### config.mk
export PLATFORM = sky130hd
export DESIGN_NAME = seq_detector_param_flat
export DESIGN_NICKNAME = d
export VERILOG_FILES = /design/src/rtl/seq_detector_param_if.sv /design/src/rtl/seq_detector_param.sv /design/src/flat_wrapper.sv
export SDC_FILE = /design/constraint.sdc
export NUM_CORES = 1
export LEC_CHECK = 0
export CAP_MARGIN = 25
export CORE_MARGIN = 4
export CORE_UTILIZATION = 40
export DETAILED_ROUTE_END_ITERATION = 8
export PLACE_DENSITY = 0.68
export SKIP_CTS_REPAIR_TIMING = 1
export SLEW_MARGIN = 20
export SYNTH_ARGS = -nofsm -noshare
export SYNTH_HDL_FRONTEND = slang
export SYNTH_SLANG_ARGS = --single-unit
### constraint.sdc
create_clock -name clk -period 2.85 [get_ports clk]
set_input_delay 0.57 -clock clk [delete_from_list [all_inputs] [get_ports clk]]
set_output_delay 0.57 -clock clk [all_outputs]
set_load 0.03 [all_outputs]
### src/rtl/seq_detector_param_if.sv
// Serial-bit and pattern-control bundle for seq_detector_param; match_cnt exists only with SEQ_DET_MATCH_CNT_EN.
// master = bit source / controller, slave = detector.
interface seq_detector_param_if #(
  parameter int PAT_LEN = 7,
  parameter int CNT_W   = 8
);
  logic               x;
  logic               in_valid;
  logic               overlap;
  logic               pat_load;
  logic [PAT_LEN-1:0] pat_in;
  logic               z;
  logic               z_q;
  logic [PAT_LEN-1:0] pattern;
`ifdef SEQ_DET_MATCH_CNT_EN
  logic [CNT_W-1:0]   match_cnt;
`endif

  modport master (
    output x, in_valid, overlap, pat_load, pat_in,
`ifdef SEQ_DET_MATCH_CNT_EN
    input  match_cnt,
`endif
    input  z, z_q, pattern
  );

  modport slave (
    input  x, in_valid, overlap, pat_load, pat_in,
`ifdef SEQ_DET_MATCH_CNT_EN
    output match_cnt,
`endif
    output z, z_q, pattern
  );
endinterface

### src/rtl/seq_detector_param.sv
// Mealy PAT_LEN-bit sequence detector, runtime overlap mode and reloadable pattern; SEQ_DET_MATCH_CNT_EN adds a saturating match counter.
// Latency: z same cycle as the last pattern bit, z_q one cycle later.
// Backpressure: none; in_valid qualifies bits, idle cycles simply hold state.
module seq_detector_param #(
  parameter int                 PAT_LEN  = 7,
  parameter logic [PAT_LEN-1:0] PAT_INIT = 7'b1111001,
  parameter int                 CNT_W    = 8
) (
  input logic                clk,
  input logic                rst,
  seq_detector_param_if.slave bus
);
  localparam int            FW       = $clog2(PAT_LEN);
  localparam logic [FW-1:0] FILL_MAX = FW'(PAT_LEN - 1);

  logic [PAT_LEN-2:0] hist;
  logic [FW-1:0]      fill;
  logic [PAT_LEN-1:0] pat_r;
  logic [PAT_LEN-1:0] window;
  logic               z_q_r;
  logic               match;

  // window is the candidate sequence including the bit on the wire this cycle
  assign window = {hist, bus.x};
  assign match  = bus.in_valid & (fill == FILL_MAX) & (window == pat_r)
                & ~bus.pat_load & ~rst;

  assign bus.z       = match;
  assign bus.z_q     = z_q_r;
  assign bus.pattern = pat_r;

  always_ff @(posedge clk) begin
    if (rst) begin
      hist  <= '0;
      fill  <= '0;
      pat_r <= PAT_INIT;
      z_q_r <= 1'b0;
    end else if (bus.pat_load) begin
      pat_r <= bus.pat_in;
      hist  <= '0;
      fill  <= '0;
      z_q_r <= 1'b0;
    end else begin
      z_q_r <= match;
      if (bus.in_valid) begin
        if (match && !bus.overlap) begin
          // non-overlapping: matched bits must not seed the next match
          hist <= '0;
          fill <= '0;
        end else begin
          hist <= window[PAT_LEN-2:0];
          if (fill != FILL_MAX) fill <= fill + 1'b1;
        end
      end
    end
  end

`ifdef SEQ_DET_MATCH_CNT_EN
  logic [CNT_W-1:0] cnt_r;

  assign bus.match_cnt = cnt_r;

  always_ff @(posedge clk) begin
    if (rst || bus.pat_load) begin
      cnt_r <= '0;
    end else if (match && (cnt_r != {CNT_W{1'b1}})) begin
      cnt_r <= cnt_r + 1'b1;
    end
  end
`endif

endmodule

### src/flat_wrapper.sv
// flat-port wrapper written by rule: the top's interface ports become plain ports
module seq_detector_param_flat 
#(
  parameter int                 PAT_LEN  = 7,
  parameter logic [PAT_LEN-1:0] PAT_INIT = 7'b1111001,
  parameter int                 CNT_W    = 8
)
  (clk, rst, bus_x, bus_in_valid, bus_overlap, bus_pat_load, bus_pat_in, bus_z, bus_z_q, bus_pattern);
  seq_detector_param_if #(.PAT_LEN(PAT_LEN), .CNT_W(CNT_W)) bus_i ();
  input logic clk;
  input logic rst;
  input wire logic [$bits(bus_i.x)-1:0] bus_x;
  input wire logic [$bits(bus_i.in_valid)-1:0] bus_in_valid;
  input wire logic [$bits(bus_i.overlap)-1:0] bus_overlap;
  input wire logic [$bits(bus_i.pat_load)-1:0] bus_pat_load;
  input wire logic [$bits(bus_i.pat_in)-1:0] bus_pat_in;
  output wire logic [$bits(bus_i.z)-1:0] bus_z;
  output wire logic [$bits(bus_i.z_q)-1:0] bus_z_q;
  output wire logic [$bits(bus_i.pattern)-1:0] bus_pattern;
  assign bus_i.x = bus_x;
  assign bus_i.in_valid = bus_in_valid;
  assign bus_i.overlap = bus_overlap;
  assign bus_i.pat_load = bus_pat_load;
  assign bus_i.pat_in = bus_pat_in;
  assign bus_z = bus_i.z;
  assign bus_z_q = bus_i.z_q;
  assign bus_pattern = bus_i.pattern;
  seq_detector_param #(.PAT_LEN(PAT_LEN), .PAT_INIT(PAT_INIT), .CNT_W(CNT_W)) u_core (.clk(clk), .rst(rst), .bus(bus_i));
endmodule
== Yosys cells after proc, flatten, opt, wreduce, memory -nomap -nowiden ==
Index checks and enable logic that the tools add are counted.
Word-level totals
  bits in registers: 17
  latch bits: 0
  RAM bits: 0
  memory bits (read-only): 0
  word-level logic and storage cells: 22
  memories: 0
Cells by class
  add/sub/neg operators: 1
  $mul: 0
  divide/modulo/power cells: 0
  magnitude comparators: 0
  eq/ne operators: 3
  shift operators: 0
  multiplexer cells: 3
  bitwise gates (word level): 6
  reductions and logical operators: 5
Operators by type and width (number)
  $eq 7x7->1: 1
  $mux 3: 2
  $mux 6: 1
  $and 1x1->1: 4
  $add 3x1->3 const B: 1
  $eq 3x3->1 const B: 1
  $ne 3x3->1 const B: 1
  $not 1->1: 2
  $reduce_and 2->1: 1
  $reduce_bool 2->1: 1
  $reduce_or 2->1: 1
  $logic_and 1x1->1: 1
  $logic_not 1->1: 1

== Depth between registers and ports, before layout ==
  depth after elaboration: 8
  gate-level depth with buffers: 6

== Worst setup path before layout ==
Ideal clock, no wire load.
  path type: input -> output
  from: input port bus_in_valid
  to: output port bus_z
  arrival time: 2.014 ns
  data required time: 2.280 ns
  setup slack: 0.266 ns
  stages: 3
  path buffers: 1
  cell sequence: clkbuf_1 > inv_1 > nor4_1
On the way
  cells in the longest elaborated chain, start to end: 4
RTL lines
  start, declared: line flat_wrapper.sv:13  | input wire logic [$bits(bus_i.in_valid)-1:0] bus_in_valid;
  $and 1x1->1 (2 in series): line seq_detector_param.sv:25  | assign match = bus.in_valid & (fill == FILL_MAX) & (window == pat_r)
  $and 1x1->1 (2 in series): line seq_detector_param.sv:26  | & ~bus.pat_load & ~rst;
  end, declared: line flat_wrapper.sv:17  | output wire logic [$bits(bus_i.z)-1:0] bus_z;
No other way between the ends.

== Worst setup path in the final report ==
  from: input port bus_x
  to: output port bus_z
On the way
  cells in the longest elaborated chain, start to end: 4
RTL lines
  start, declared: line flat_wrapper.sv:12  | input wire logic [$bits(bus_i.x)-1:0] bus_x;
  $eq 7x7->1: line seq_detector_param.sv:25
  $and 1x1->1: line seq_detector_param.sv:25
  $and 1x1->1 (2 in series): line seq_detector_param.sv:26
No other way between the ends.

==> flow_results.org <==
** Logic synthesis
- Yosys mapped a number of flops with a built-in enable equal to 0.
- Syn avg cell area :: 10.2 um^2
- The share of the Yosys chip area taken by registers is 0.408.
- FF+latch count, synth :: 17
- Share of the synthesized area in compound gates (AO/OA/AOI/OAI) :: 0.0885
- In the synthesized netlist, the number of instances is 82.
- Main combinational cell family by area after synthesis :: simple AND/OR/NAND/NOR gates
- For this run, asynchronously set or reset flops after synthesis account for 0.
- Of the total synthesized cell area, the portion taken by full adders, half adders and majority gates is 0.0300.
- Measured against the total synthesized area, the mux share comes to 0.0960.
- The mapped netlist covers 835 um^2.
- Synthesized-area fraction occupied by and/or/nand/nor cells :: 0.243
- Post-synthesis net count :: 97
- Library cells used by synthesis :: 22
- Synthesis Warnings :: 0
- Of the total synthesized cell area, the portion taken by XOR and XNOR cells is 0.0945.
- In the synthesized netlist the dominant register cell turns out to be sky130_fd_sc_hd__dfxtp_1.

** Critical path
- The worst setup path is captured at an output pin.
- The critical path goes through clkdlybuf4s50_1, xor2_1, nor3_1, nand3_1, nor4_1, buf_4.
- Start point of the critical path :: bus_x
- Startpoint of the worst-slack reg-to-reg timing path :: u_core.fill[0]
- Maximum fanout along the worst path :: 2
- Worst setup endpoint :: bus_z
- At the worst endpoint, the required time is 2.28 ns.
- Critical path type :: in2out
- Highest cell delay on the worst timing path :: 0.44 ns
- Worst EP arrival :: 1.96 ns
- Critical path's slowest cell :: sky130_fd_sc_hd__clkdlybuf4s50_1
- Critical path's top delay family :: buffers and inverters
- Setup slack on the worst reg-to-reg path comes out at 0.93 ns.
- Nature of the critical path startpoint :: input port
- The worst register-to-register path has a depth of 6.
- Worst path buffer plus inverter count :: 2
- The critical path runs through a total of 6 cells.
- R2R Path End :: u_core.hist[3]

** Detailed routing
- Total wire length after detailed routing :: 1.65 mm
- DR vias/cell :: 5.04
- Antenna viol nets, final :: 0
- Number of DRC violations after detailed routing :: 0
- Vias post-DR :: 670
- The first detailed-routing pass took 3 iterations.
- In this run, the number of DRC markers left after iteration 0 of detailed routing was 2.
- In the final routed layout, each cell accounts on average for 12.4 um.

** STA
- Setup repair after global routing left no endpoint under its margin.
- Headroom to the max-slew limit :: 0.687
- Of the available clock period, the critical path in the final layout requires 0.888.
- Final Max Slew Viols :: 0
- Worst Tran Pin Value :: 0.465 ns
- Total setup violations reported at the end of the flow :: 0
- On the final layout, the worst clock skew is 0.00901 ns.
- Hold Violations, Final :: 0
- The clock period could shrink to 2.53 ns.
- Summed over all failing endpoints, the final setup total negative slack is 0 ns.
- Based on the critical path, the design can be clocked at up to 395 MHz.

** Die
- Pin placement for this block handled 22 I/O pins.
- Core outline area :: 1960 um^2
- Starting Density :: 0.425
- The floorplan step set the die height to 53.7 um.
- Measured along the x axis, the die boundary spans 53.7 um.
- Standard-cell rows :: 16
- Die footprint :: 2880 um^2

** Pwr
- VDD IR max :: 218 uV
- Power spread over the standard cell area amounts to 428 nW/um^2.
- Summed over all nets, the switching power comes to 0.127 mW.
- Logic gate share of total power :: 0.188
- Sequential Power Share :: 0.536
- Leakage power figure :: 0.423 nW
- Of the total power, the clock network draws 0.277.
- Sw Ratio :: 0.269
- The completed layout was analyzed and its total power is 0.473 mW.
- Internal power consumption :: 0.345 mW

** Clock tree
- Clock-pin slew was measured on the worst setup and hold paths at 0.09 ns.
- The tree is rooted in a sky130_fd_sc_hd__clkbuf_4.
- Sinks on the clock net :: 17
- Number of buffers created by CTS :: 3
- TritonCTS built the clock tree.
- No sink is reached through more buffers than the 2 on the longest clock path.
- Clk_lat worst skew :: 0.30 ns
- CTS built an H-tree with a depth of 1.

** Placed design
- The number of placed instances, taps included, is 129.
- In this run the tool buffered the top-level ports with 21 buffer cells.
- Placer congestion estimate :: 0.748
- DP HPWL :: 1.28 mm

** Flow run
- The tool flagged a number of max-cap violations equal to 0.

** Global routing
- Largest net degree at the start of global routing :: 15
- The number of antenna violations at the first check in global routing was 0.
- Global-route wire length before repair :: 2.67 mm
- The via count of the first global-routing pass is 642.
- GRT Overall Usage :: 0.131
- The total overflow left after global routing is 0.

** Cells and area
- Post-synthesis to final-layout area growth :: 32.2%
- In the final layout, the share of cells above drive strength 1 is 0.170.
- For this run, the post-layout net count is 122.
- Fraction of the core area covered by cells at the end of the flow :: 0.563
- 0 antenna diodes ended up in the layout.
- Non-filler instance count after layout :: 133

** Min path
- Class of the tightest hold or removal check :: reg2reg

** Outcome
- The run finished with clean final reports.
## sequential cells by signal (all words and copies together), names as in the netlist
name	cells
u_core.bus.pattern	7
u_core.bus.z_q	1
u_core.fill	3
u_core.hist	6
## cell type report
| type | instances | area [um^2] |
|---|---|---|
| Fill cell | 205 | 858 |
| Multi-Input combinational cell | 58 | 460 |
| Sequential cell | 17 | 340 |
| Timing Repair Buffer | 24 | 230 |
| Tap cell | 27 | 33.8 |
| Clock buffer | 3 | 22.5 |
| Inverter | 3 | 11.3 |
| Clock inverter | 1 | 5.00 |
## worst reg2reg max path, cell delays in order (launching register included)
cell,delay (ns)
sky130_fd_sc_hd__dfxtp_1,0.32
sky130_fd_sc_hd__inv_1,0.08
sky130_fd_sc_hd__ha_1,0.22
sky130_fd_sc_hd__nand4bb_4,0.13
sky130_fd_sc_hd__or4_4,0.45
sky130_fd_sc_hd__nor4_4,0.48
sky130_fd_sc_hd__nor3_1,0.11
## layer usage
metal / part of all wire / GRT usage
met2: 0.45 / 0.206
met4: 0.026 / 0.0766
met1: 0.47 / 0.164
met3: 0.050 / 0.0277
met5: 0 / 0
## stage by stage
stage / worst slack (ns) / hold WS (ns) / instance area [um^2]
CTS: 0.326 / 0.525 / 1100
finish: 0.321 / 0.525 / 1100
floorplan: 0.266 / 0.480 / 835
global route: 0.233 / 0.572 / 1100
detailed placement: 0.333 / 0.511 / 1080
global placement: 0.351 / 0.505 / 1080
## Yosys cell counts (2+ instances only)
library cell / count / area share
sky130_fd_sc_hd__clkbuf_1: 3 / 0.013
sky130_fd_sc_hd__inv_1: 3 / 0.013
sky130_fd_sc_hd__nand2_1: 2 / 0.0090
sky130_fd_sc_hd__xor2_1: 3 / 0.031
sky130_fd_sc_hd__nor2b_1: 5 / 0.037
sky130_fd_sc_hd__ha_1: 2 / 0.030
sky130_fd_sc_hd__nor2_1: 4 / 0.018
sky130_fd_sc_hd__nand3_1: 3 / 0.018
sky130_fd_sc_hd__xnor2_1: 6 / 0.063
sky130_fd_sc_hd__mux2i_1: 8 / 0.096
sky130_fd_sc_hd__nor4_1: 2 / 0.015
sky130_fd_sc_hd__dfxtp_1: 17 / 0.41
sky130_fd_sc_hd__a211o_2: 5 / 0.060
sky130_fd_sc_hd__nor3_1: 11 / 0.066
## cells by family after synthesis
family	count (synthesis)
adders and majority gates	2
AOI/OAI and AO/OA	8
and+or+nand+nor	31
DFF	17
xor gates and xnor gates	9
buffers and inverters	7
muxes	8
## worst min-delay path by stage
stage                         startpoint              to  slack, ns  cells after the start
after floorplan           u_core.fill[1]  u_core.fill[1]       0.48                      2
after global placement    u_core.fill[1]  u_core.fill[1]       0.50                      2
after detailed placement  u_core.fill[1]  u_core.fill[1]       0.51                      2
after CTS                 u_core.fill[1]  u_core.fill[1]       0.53                      2
after global routing      u_core.fill[1]  u_core.fill[1]       0.57                      2
final                     u_core.fill[1]  u_core.fill[1]       0.53                      2
## layout by cell type (no fill, tap or decap)
cell                              count
sky130_fd_sc_hd__a41oi_1              1
sky130_fd_sc_hd__a21bo_2              1
sky130_fd_sc_hd__inv_1                3
sky130_fd_sc_hd__nand3_1              3
sky130_fd_sc_hd__xnor2_1              6
sky130_fd_sc_hd__nor4_1               2
sky130_fd_sc_hd__clkinv_2             1
sky130_fd_sc_hd__mux2i_1              8
sky130_fd_sc_hd__buf_4                4
sky130_fd_sc_hd__clkdlybuf4s50_1     20
sky130_fd_sc_hd__ha_1                 2
sky130_fd_sc_hd__dfxtp_1             17
sky130_fd_sc_hd__or4_4                1
sky130_fd_sc_hd__or2_2                1
sky130_fd_sc_hd__nor2b_1              5
sky130_fd_sc_hd__xor2_1               3
sky130_fd_sc_hd__nor4_4               1
sky130_fd_sc_hd__nor2_1               4
sky130_fd_sc_hd__clkbuf_4             3
sky130_fd_sc_hd__o21ai_0              1
sky130_fd_sc_hd__nand2_1              2
sky130_fd_sc_hd__a211o_2              5
sky130_fd_sc_hd__nor3_1              11
sky130_fd_sc_hd__nand4bb_4            1
## power groups by stage
stage | Combinational [mW] | Clock, mW | Sequential (mW)
floorplan | 0.0384 | 0 | 0.270
global route | 0.0955 | 0.140 | 0.255
global placement | 0.0887 | 0 | 0.259
finish | 0.0888 | 0.131 | 0.253
CTS | 0.0899 | 0.136 | 0.253
detailed placement | 0.0894 | 0 | 0.259
Power figures use the tool's default switching activity.
